`src/rtl/seg_scan_ctrl.sv`:
```
// Four-digit seven-segment scan controller: frame-synchronous value loading,
// one shared decoder, active-low anodes. Define SEG_LZB_EN for leading-zero blanking.
module seg_scan_ctrl #(
  parameter int PRESCALE = 100000
) (
  input  logic        clk,
  input  logic        rst_n,
  input  logic        en,
  input  logic        load,
  input  logic [15:0] value,
  output logic [3:0]  digit_code,
  output logic [3:0]  an,
  output logic        pending,
  output logic        frame_done
);

  localparam int CW = $clog2(PRESCALE);

  logic [CW-1:0] cnt;
  logic [1:0]    idx;
  logic [15:0]   disp;
  logic [15:0]   pend_val;
  logic          restart;

  logic          tick;
  logic          boundary;
  logic          xfer;
  logic [15:0]   disp_next;
  logic [1:0]    idx_next;
  logic [3:0]    code_next;

  function automatic logic [3:0] pick(input logic [15:0] d, input logic [1:0] i);
    logic [3:0] nib;
`ifdef SEG_LZB_EN
    logic       blank;
`endif
    nib = d[{i, 2'b00} +: 4];
`ifdef SEG_LZB_EN
    // A digit is blanked only when it and every digit to its left are zero.
    case (i)
      2'd3:    blank = (d[15:12] == 4'h0);
      2'd2:    blank = (d[15:8] == 8'h00);
      2'd1:    blank = (d[15:4] == 12'h000);
      default: blank = 1'b0;
    endcase
    if (blank) nib = 4'hF;
`endif
    return nib;
  endfunction

  always_comb begin
    tick      = en && (cnt == CW'(PRESCALE - 1));
    boundary  = tick && (idx == 2'd3);
    // Disabling the scan is also a safe moment to apply a waiting value.
    xfer      = pending && (boundary || !en);
    disp_next = xfer ? pend_val : disp;
    // After a disable the first tick shows digit 0 instead of advancing.
    idx_next  = restart ? 2'd0 : idx + 2'd1;
    code_next = pick(disp_next, idx_next);
  end

  always_ff @(posedge clk or negedge rst_n) begin
    if (!rst_n) begin
      cnt        <= '0;
      idx        <= 2'd0;
      disp       <= 16'hFFFF;
      pend_val   <= 16'h0000;
      pending    <= 1'b0;
      restart    <= 1'b0;
      frame_done <= 1'b0;
      an         <= 4'b1111;
      digit_code <= 4'hF;
    end else begin
      frame_done <= boundary;
      if (xfer) disp <= pend_val;
      // A load in the transfer cycle refills the pending slot.
      if (load) begin
        pend_val <= value;
        pending  <= 1'b1;
      end else if (xfer) begin
        pending  <= 1'b0;
      end
      if (!en) begin
        cnt        <= '0;
        idx        <= 2'd0;
        restart    <= 1'b1;
        an         <= 4'b1111;
        digit_code <= 4'hF;
      end else begin
        cnt <= tick ? '0 : cnt + CW'(1);
        if (tick) begin
          idx        <= idx_next;
          restart    <= 1'b0;
          an         <= ~(4'b0001 << idx_next);
          digit_code <= code_next;
        end
      end
    end
  end

endmodule

```
`config.mk`:
```
export PLATFORM = sky130hd
export DESIGN_NAME = seg_scan_ctrl
export DESIGN_NICKNAME = d
export VERILOG_FILES = /design/src/rtl/seg_scan_ctrl.sv
export SDC_FILE = /design/constraint.sdc
export NUM_CORES = 1
export LEC_CHECK = 0
export ABC_AREA = 1
export ABC_CLOCK_PERIOD_IN_PS = 1600
export BUFFER_PORTS_ARGS = -buffer_cell sky130_fd_sc_hd__buf_2
export CELL_PAD_IN_SITES_DETAIL_PLACEMENT = 0
export CELL_PAD_IN_SITES_GLOBAL_PLACEMENT = 1
export CORE_MARGIN = 2
export CORE_UTILIZATION = 40
export DETAILED_ROUTE_END_ITERATION = 8
export GPL_ROUTABILITY_DRIVEN = 1
export GPL_TIMING_DRIVEN = 0
export PLACE_DENSITY = 0.85
export SYNTH_ARGS = -nofsm -noshare
export SYNTH_HDL_FRONTEND = slang
export SYNTH_SLANG_ARGS = --single-unit
```
`constraint.sdc`:
```
create_clock -name clk -period 1.6 [get_ports clk]
set_input_delay 0.4 -clock clk [delete_from_list [all_inputs] [get_ports clk]]
set_output_delay 0.4 -clock clk [all_outputs]
set_load 0.02 [all_outputs]
```
Word level (Yosys, flattened, before mapping). Cells that the tools add are included.

Add/sub/neg operators: 2. Eq/ne operators: 3. Shift-type cells: 2. Mux-type cells: 14. Bitwise operators: 1. Reduce and logical (&&, ||, !) cells: 6.

Operators by type and width (count): $mux W17 (2); $add A17 B1 Y17 const B (1); $eq A17 B17 Y1 const B (1); $mux W16 (1); $mux W4 (4); $shiftx A16 B5 Y4 (1); $mux W2 (3); $mux W1 (4); $not A4 Y4 (1); $shl A1 B2 Y4 const A (1); $logic_and A1 B1 Y1 (3); $add A2 B1 Y2 const B (1); $eq A2 B2 Y1 const B (1); $ne A2 B1 Y1 const B (1); $reduce_bool A2 Y1 (1); $logic_not A1 Y1 (1); $logic_or A1 B1 Y1 (1).

Bits in registers: 62. Output and inout bits: 10. Logic and storage cells: 37.

Logic depth before layout (Yosys ltp). Gate-level depths: netlist of run 1.

Depth after elaboration: 9. Depth in mapped cells: 13. Mapped depth without buffers: 12.

Worst setup path after synthesis of run 1. No wires, ideal clock.

Path type: register -> register. Start: register cnt[0]. End: register digit_code[2]. Arrival: 1666 ps. Required time: 1533 ps. Slack: -133 ps. Stages on the path, launching flop included: 13. Path buffers: 1. Path through: dfrtp_1 > ha_1 > nand3_2 > nor2_2 > nand3_2 > o21bai_4 > nand2_4 > buf_6 > nand2_1 > nand3_1 > nand3_1 > nor2_1 > nor2_1.

Word-level cells in the longest chain between the ends: 9. Elaborated cells on any way between the ends: 10. Classes of those cells: eq/ne: 2; shift: 1; mux: 3; reduce/logical: 4.

Ends and longest elaborated chain: start, declared (line 19) `logic [CW-1:0] cnt;`; start signal, assigned (line 90) `cnt <= tick ? '0 : cnt + CW'(1);`; $eq A17 B17 Y1 * (line 52) `tick = en && (cnt == CW'(PRESCALE - 1));`; $logic_and A1 B1 Y1 * (line 52); $logic_and A1 B1 Y1 (line 53) `boundary = tick && (idx == 2'd3);`; $logic_or A1 B1 Y1 (line 55) `xfer = pending && (boundary || !en);`; $logic_and A1 B1 Y1 (line 55); $mux W16; $shiftx A16 B5 Y4 (line 37) `nib = d[{i, 2'b00} +: 4];`; $mux W4 (line 91) `if (tick) begin`; $mux W4 (line 83) `if (!en) begin`; end signal, assigned (line 95) `digit_code <= code_next;`; end, declared (line 11) `output logic [3:0] digit_code,`.

Mark *: on every way between the ends. The rest lies on a longest branch, timed or not. The select of a mux whose other input is x is not followed. A chain may end at the register's enable or synchronous reset.

Final worst setup path of run 1.
Start: register cnt[0]. End: register cnt[14].

Word-level cells in the longest chain between the ends: 4. Elaborated cells on any way between the ends: 5. Classes of those cells: add/sub: 1; eq/ne: 1; mux: 2; reduce/logical: 1.

Ends and longest elaborated chain (line): parallel branches: the longest is 2 deep, another holds $add A17 B1 Y17; $mux W17 * (90); $mux W17 * (83).

Mark *: on every way between the ends.

==> results.sh, run 1 <==
export IMPL_status="complete, but fails checks"
export IMPL_violations="negative setup slack"
export IMPL_htreeDepth=3
export IMPL_arrival_ns=2.20
export IMPL_crit_path_max_fanout=4
export IMPL_final_area_um2=4193
export IMPL_finalMaxSlewViolations=0
export IMPL_vias_per_cell=4.702
export IMPL_period_needed_ns=1.946
export IMPL_grt_ovfl_total=0
export IMPL_dieArea_um2=8023
export IMPL_yosysTopAreaCell="dfrtp_1"
export IMPL_syn_avg_cell_area_um2=8.515
export IMPL_netlist_top_cells_count="inv_1 (58), nand2_1 (58), nor2_1 (42), nand3_1 (39), dfrtp_1 (38)"
export IMPL_die_h_um=89.57
export IMPL_fp_dieW_um=89.57
export IMPL_area_delta_synth_final_pct=43.14
export IMPL_synth_warnings=0
export IMPL_rsz0062_at_grt="yes"
export IMPL_synth_seq_area_share=0.5399
export IMPL_synth_async_reset_ratio=1.000
export IMPL_postSynthCellCount=344
export IMPL_clockBufferDepth=2
export IMPL_synth_top_cell_area_share=0.3246
export IMPL_p_leak_nw=1.933
export IMPL_drc=0
export IMPL_fin_crit_sh=1.216
export IMPL_worst_slack_ns=-0.3460
export IMPL_cts_tree="yes"
export IMPL_final_setup_viol_count=44
export IMPL_io_pins=30
export IMPL_synth_compound_area_share=0.07774
export IMPL_ant_nets=0
export IMPL_synth_adder_area_share=0.008543
export IMPL_synth_nets=366
export IMPL_path_class="register to register"
export IMPL_worst_pin_slew_ns=0.7876
export IMPL_cts_made_buffers=9
export IMPL_worst_path_max_delay_cell="dfrtp_1"
export IMPL_ir_drop_v=0.0006050
export IMPL_grt_max_degree=63
export IMPL_antenna_found_initial=0
export IMPL_synth_area_mux_share=0
export IMPL_synth_area_um2=2929
export IMPL_p_total_mw=3.632
export IMPL_num_vias=2506
export IMPL_crit_required_ns=1.86
export IMPL_fin_skew_ns=0.007230
export IMPL_maxCapViolations=0
export IMPL_drt_initial_drc_count=61
export IMPL_power_density_nw_per_um2=866.3
export IMPL_hold_violations=0
export IMPL_nFillCells=631
export IMPL_start_util=0.4082
export IMPL_path_cells="ha_4, nand4_1, nor2_1, nand2_1, nor2_2, nand2_2, nor2_4, nand2_1, nor2_1, a21oi_1, nor3_1"
export IMPL_io_buffer_count=29
export IMPL_cts_sinks=62
export IMPL_cpPeakStageDelay_ns=0.41
export IMPL_hold_class="primary input to asynchronous set/reset pin"
export IMPL_hold_buffers=0
export IMPL_timing_setup_tns_ns=-5.955
export IMPL_worstSetupEndpointType="register"
export IMPL_synth_top_family_by_area="simple AND/OR/NAND/NOR gates"
export IMPL_yosys_area_share_xor_xnor=0
export IMPL_place_congestion=0.7984
export IMPL_grt_total_usage=0.1742
export IMPL_synth_edf_count=0
export IMPL_synth_simple_area_share=0.2760
export IMPL_rows=31
export IMPL_final_layout_size_suffix_gt1_frac=0.4608
export IMPL_grt_pass1_wl_mm=10.52
export IMPL_drt_pass1_iterations=4
export IMPL_fmax_mhz=513.9
export IMPL_ys_ff_latch=62
export IMPL_root_buffer="clkbuf_8"
export IMPL_nets=451
export IMPL_synth_cell_type_count=27
export IMPL_place_hpwl_mm=4.130
export IMPL_start_kind="register"
export IMPL_core_um2=7176
export IMPL_slew_headroom=0.4749
export IMPL_clk_pin_slew_ns=0.07
export IMPL_place_area_um2=3228
export IMPL_ys_flop_type="dfrtp_1"
export IMPL_grt_pass1_vias=2365
export IMPL_wl_per_cell_um=12.81
export IMPL_routed_wl_mm=6.826
export IMPL_n_antenna_cell=0
export IMPL_clkLatencyLatePin_ns=0.34
export IMPL_synth_area_leaders="dfrtp_1 (32%), dfstp_2 (22%), inv_1 (7.4%)"
## cells by family (layout without fill, tap and decap cells)
group | after synthesis | count (layout)
AO/OA/AOI/OAI | 41 | 41
adder cells (fa/ha/maj) | 2 | 2
buffers and inverters | 66 | 156
flip-flops | 62 | 62
AND/OR/NAND/NOR | 173 | 173
## worst max-delay path, delay by kind of cell, from the launching register on
family                   cells  cell delay (ns)
adder cells (fa/ha/maj)      1             0.19
AO/OA/AOI/OAI                1             0.07
AND/OR/NAND/NOR              9             1.18
flip-flops                   1             0.41
## flip-flops by register name, indices dropped and copies added, names as in the netlist
register / count
an: 4
disp: 16
pending: 1
cnt: 17
idx: 2
digit_code: 4
restart: 1
frame_done: 1
pend_val: 16
## routing by layer
layer,GRT usage,up-vias,share of wire
met5,0,-,0
met4,0.08141,0,0.023
met3,0.03565,16,0.031
met2,0.2934,45,0.51
met1,0.2142,1187,0.43
li1,-,1258,-
## layout make-up
class / instances / area [um2] / share of cell area
Clock buffer: 12 / 135.1 / 0.03223
Sequential cell: 62 / 1583 / 0.3775
Multi-Input combinational cell: 216 / 1410 / 0.3363
Buffer: 8 / 83.83 / 0.01999
Inverter: 58 / 222.7 / 0.05312
Clock inverter: 4 / 47.55 / 0.01134
Tap cell: 99 / 123.9 / 0.02954
Timing Repair Buffer: 74 / 586.8 / 0.1400
## path summary, 6_finish.rpt
path	startpoint	endpoint	slack, ns	cells past startpoint
worst max register to register	cnt[0]	cnt[14]	-0.35	11
worst min-delay path	rst_n	cnt[12]	0.11	1
min in group clk	value[12]	pend_val[12]	0.26	3
worst max-delay path	cnt[0]	cnt[14]	-0.35	11
worst min register to register	idx[1]	idx[1]	0.50	2
max in group asynchronous	rst_n	cnt[14]	0.94	1
## report_power, final
group          internal, mW  switching, mW
Combinational         0.258          0.296
Clock                 0.715          0.601
Sequential             1.72         0.0373
## per-stage QoR
step                hold WS [ns]    util  setup slack, ns  instances
floorplan                 0.1044       -         -0.07386        344
global route              0.1960  0.5843          -0.4412        533
global placement          0.4758  0.4499          -0.3657        472
detailed placement        0.4837  0.4499          -0.3579        472
CTS                       0.2411  0.5051          -0.2002        511
finish                    0.1135  0.5843          -0.3460        533
## repair_timing
action,CTS,global route
pin swaps,7,18
cloned,0,3
setup buffers,23,19
resized for setup,17,93
endpoints found under the setup margin,34,44
## cells in the final DEF (no fill, tap or decap), types with 11 or more instances in the layout
master    Yosys  layout
buf_2         1      28
buf_4         0      30
buf_6         1      13
clkbuf_8      3      11
dfrtp_1      38      37
dfstp_2      24      24
inv_1        58      52
nand2_1      58      41
nand2_2       0      15
nand3_1      39      19
nand3_2       2      16
nor2_1       42      30
o21ai_0      25      19
No activity file was read; power rests on OpenSTA's default activity.
==> run 2: changes to the inputs <==
==> constraint.sdc (replaced) <==
create_clock -name clk -period 1.6 [get_ports clk]
set_input_delay 0.08 -clock clk [delete_from_list [all_inputs] [get_ports clk]]
set_output_delay 0.08 -clock clk [all_outputs]
set_load 0.02 [all_outputs]
==> results.sh, run 2 (same netlist as run 1, synthesis figures left out) <==
export IMPL_hp_start="load"
export IMPL_start_util=0.4082
export IMPL_hold_slack_ns=0.005805
export IMPL_dieArea_um2=8023
export IMPL_grt_pass1_wl_mm=10.73
export IMPL_violations="negative setup slack"
export IMPL_timing_setup_tns_ns=-5.922
export IMPL_clkLatencyLatePin_ns=0.34
export IMPL_area_delta_synth_final_pct=49.64
export IMPL_vias_per_cell=4.701
export IMPL_cts_tree="yes"
export IMPL_rsz0062_at_grt="yes"
export IMPL_drt_pass1_iterations=5
export IMPL_rr_worst_depth=11
export IMPL_r2r_slack_ns=-0.33
export IMPL_cts_made_buffers=9
export IMPL_power_switching_mw=0.9437
export IMPL_p_sw_frac=0.2569
export IMPL_worst_slack_ns=-0.3339
export IMPL_path_class="register to register"
export IMPL_clk_pin_slew_ns=0.07
export IMPL_period_needed_ns=1.934
export IMPL_hold_class="primary input to register"
export IMPL_crit_required_ns=1.86
export IMPL_place_hpwl_mm=4.130
export IMPL_power_density_nw_per_um2=838.0
export IMPL_pwr_share_comb=0.161
export IMPL_drc=0
export IMPL_nets=470
export IMPL_grt_total_usage=0.1775
export IMPL_final_common_cell="inv_1"
export IMPL_root_buffer="clkbuf_8"
export IMPL_fmax_mhz=517.1
export IMPL_finalMaxSlewViolations=0
export IMPL_reg2reg_to="cnt[14]"
export IMPL_p_seq_frac=0.480
export IMPL_fin_util=0.6108
export IMPL_wl_per_cell_um=12.72
export IMPL_arrival_ns=2.19
export IMPL_status="complete, but fails checks"
export IMPL_p_leak_nw=2.013
export IMPL_largest_reg_flops=17
export IMPL_grt_use_met1=0.2136
export IMPL_routed_wl_mm=7.022
export IMPL_worstReg2RegStart="cnt[0]"
export IMPL_antenna_found_initial=0
export IMPL_worst_pin_slew_ns=0.7947
export IMPL_io_buffer_count=29
export IMPL_grtUsageMet2=0.3055
export IMPL_fp_dieW_um=89.57
export IMPL_ir_drop_v=0.0006154
export IMPL_globalRouteMet3Util=0.03565
export IMPL_ant_nets=0
export IMPL_drt_initial_drc_count=59
export IMPL_die_h_um=89.57
export IMPL_layout_common_cells="inv_1 (52), nand2_1 (41), dfrtp_1 (37), nor2_1 (30), buf_4 (30)"
export IMPL_maxCapViolations=0
export IMPL_place_congestion=0.7984
export IMPL_hold_violations=0
export IMPL_grt_max_degree=63
export IMPL_core_um2=7176
export IMPL_reg_top3="cnt x17, disp x16, pend_val x16"
export IMPL_clockBufferDepth=2
export IMPL_n_antenna_cell=0
export IMPL_start_kind="register"
export IMPL_final_layout_size_suffix_gt1_frac=0.4415
export IMPL_hold_depth=2
export IMPL_crit_path_max_fanout=4
export IMPL_cts_sinks=62
export IMPL_clockPowerShare=0.359
export IMPL_min_to="pend_val[15]"
export IMPL_htreeDepth=3
export IMPL_intPower_mw=2.729
export IMPL_num_vias=2595
export IMPL_grt_ovfl_total=0
export IMPL_grt_pass1_vias=2442
export IMPL_fin_crit_sh=1.209
export IMPL_fin_skew_ns=0.007918
export IMPL_rows=31
export IMPL_worstSetupEndpointType="register"
export IMPL_io_pins=30
export IMPL_top_usage_layer="met2"
export IMPL_slew_headroom=0.4702
export IMPL_top_register="cnt"
export IMPL_final_setup_viol_count=44
run 2: cell count changes in the layout (fill, tap and decap cells not counted), sizes merged:
cell / previous run / this run
dlygate4sd3: 0 / 19
run 2: worst max path at each step:
stage | to | from | slack [ns] | cells past startpoint
after CTS | digit_code[1] | cnt[0] | -0.20 | 11
after floorplan | digit_code[2] | cnt[0] | -0.07 | 11
after detailed placement | digit_code[0] | idx[0] | -0.36 | 6
after global placement | digit_code[1] | cnt[0] | -0.37 | 11
after global routing | digit_code[2] | cnt[0] | -0.44 | 12
final | cnt[14] | cnt[0] | -0.33 | 11
run 2: repair_timing:
item	4_1_cts	5_1_grt
pin swaps	7	18
resized for setup	17	93
cloned	0	3
setup buffers	23	19
hold endpoints to repair	17	38
setup endpoints to repair	34	44
hold buffers	18	1
run 2: area by class of cell:
cell class | count | area [um2]
Buffer | 8 | 83.83
Clock buffer | 12 | 135.1
Clock inverter | 4 | 47.55
Fill cell | 611 | 2793
Inverter | 58 | 222.7
Multi-Input combinational cell | 216 | 1410
Sequential cell | 62 | 1583
Tap cell | 99 | 123.9
Timing Repair Buffer | 93 | 777.0
run 2: stage by stage:
stage | power (mW) | setup WS, ns | cells | area, um2
finish | 3.673 | -0.3339 | 552 | 4383
global route | 3.869 | -0.4412 | 552 | 4383
CTS | 3.553 | -0.2002 | 529 | 3805
detailed placement | 2.153 | -0.3579 | 472 | 3228
global placement | 2.138 | -0.3657 | 472 | 3228
floorplan | 2.028 | -0.07386 | 344 | 2959
run 2: critical path: stages (launching register included):
cell	delay [ns]
dfrtp_1	0.41
ha_4	0.19
nand4_1	0.14
nor2_1	0.19
nand2_1	0.12
nor2_2	0.16
nand2_2	0.09
nor2_4	0.15
nand2_1	0.10
nor2_1	0.11
a21oi_1	0.07
nor3_1	0.12
run 2: routing by layer:
metal  vias up  wire length, um
met4         0              163
met3        15              199
met5         -                0
met1      1240             3024
li1       1295                -
met2        45             3635
run 2: power by group through the flow:
stage / registers, mW / clock network, mW / logic [mW]
after CTS: 1.76 / 1.36 / 0.433
after floorplan: 1.78 / 0 / 0.246
after detailed placement: 1.79 / 0 / 0.364
after global routing: 1.77 / 1.43 / 0.663
after global placement: 1.78 / 0 / 0.355
final: 1.76 / 1.32 / 0.592
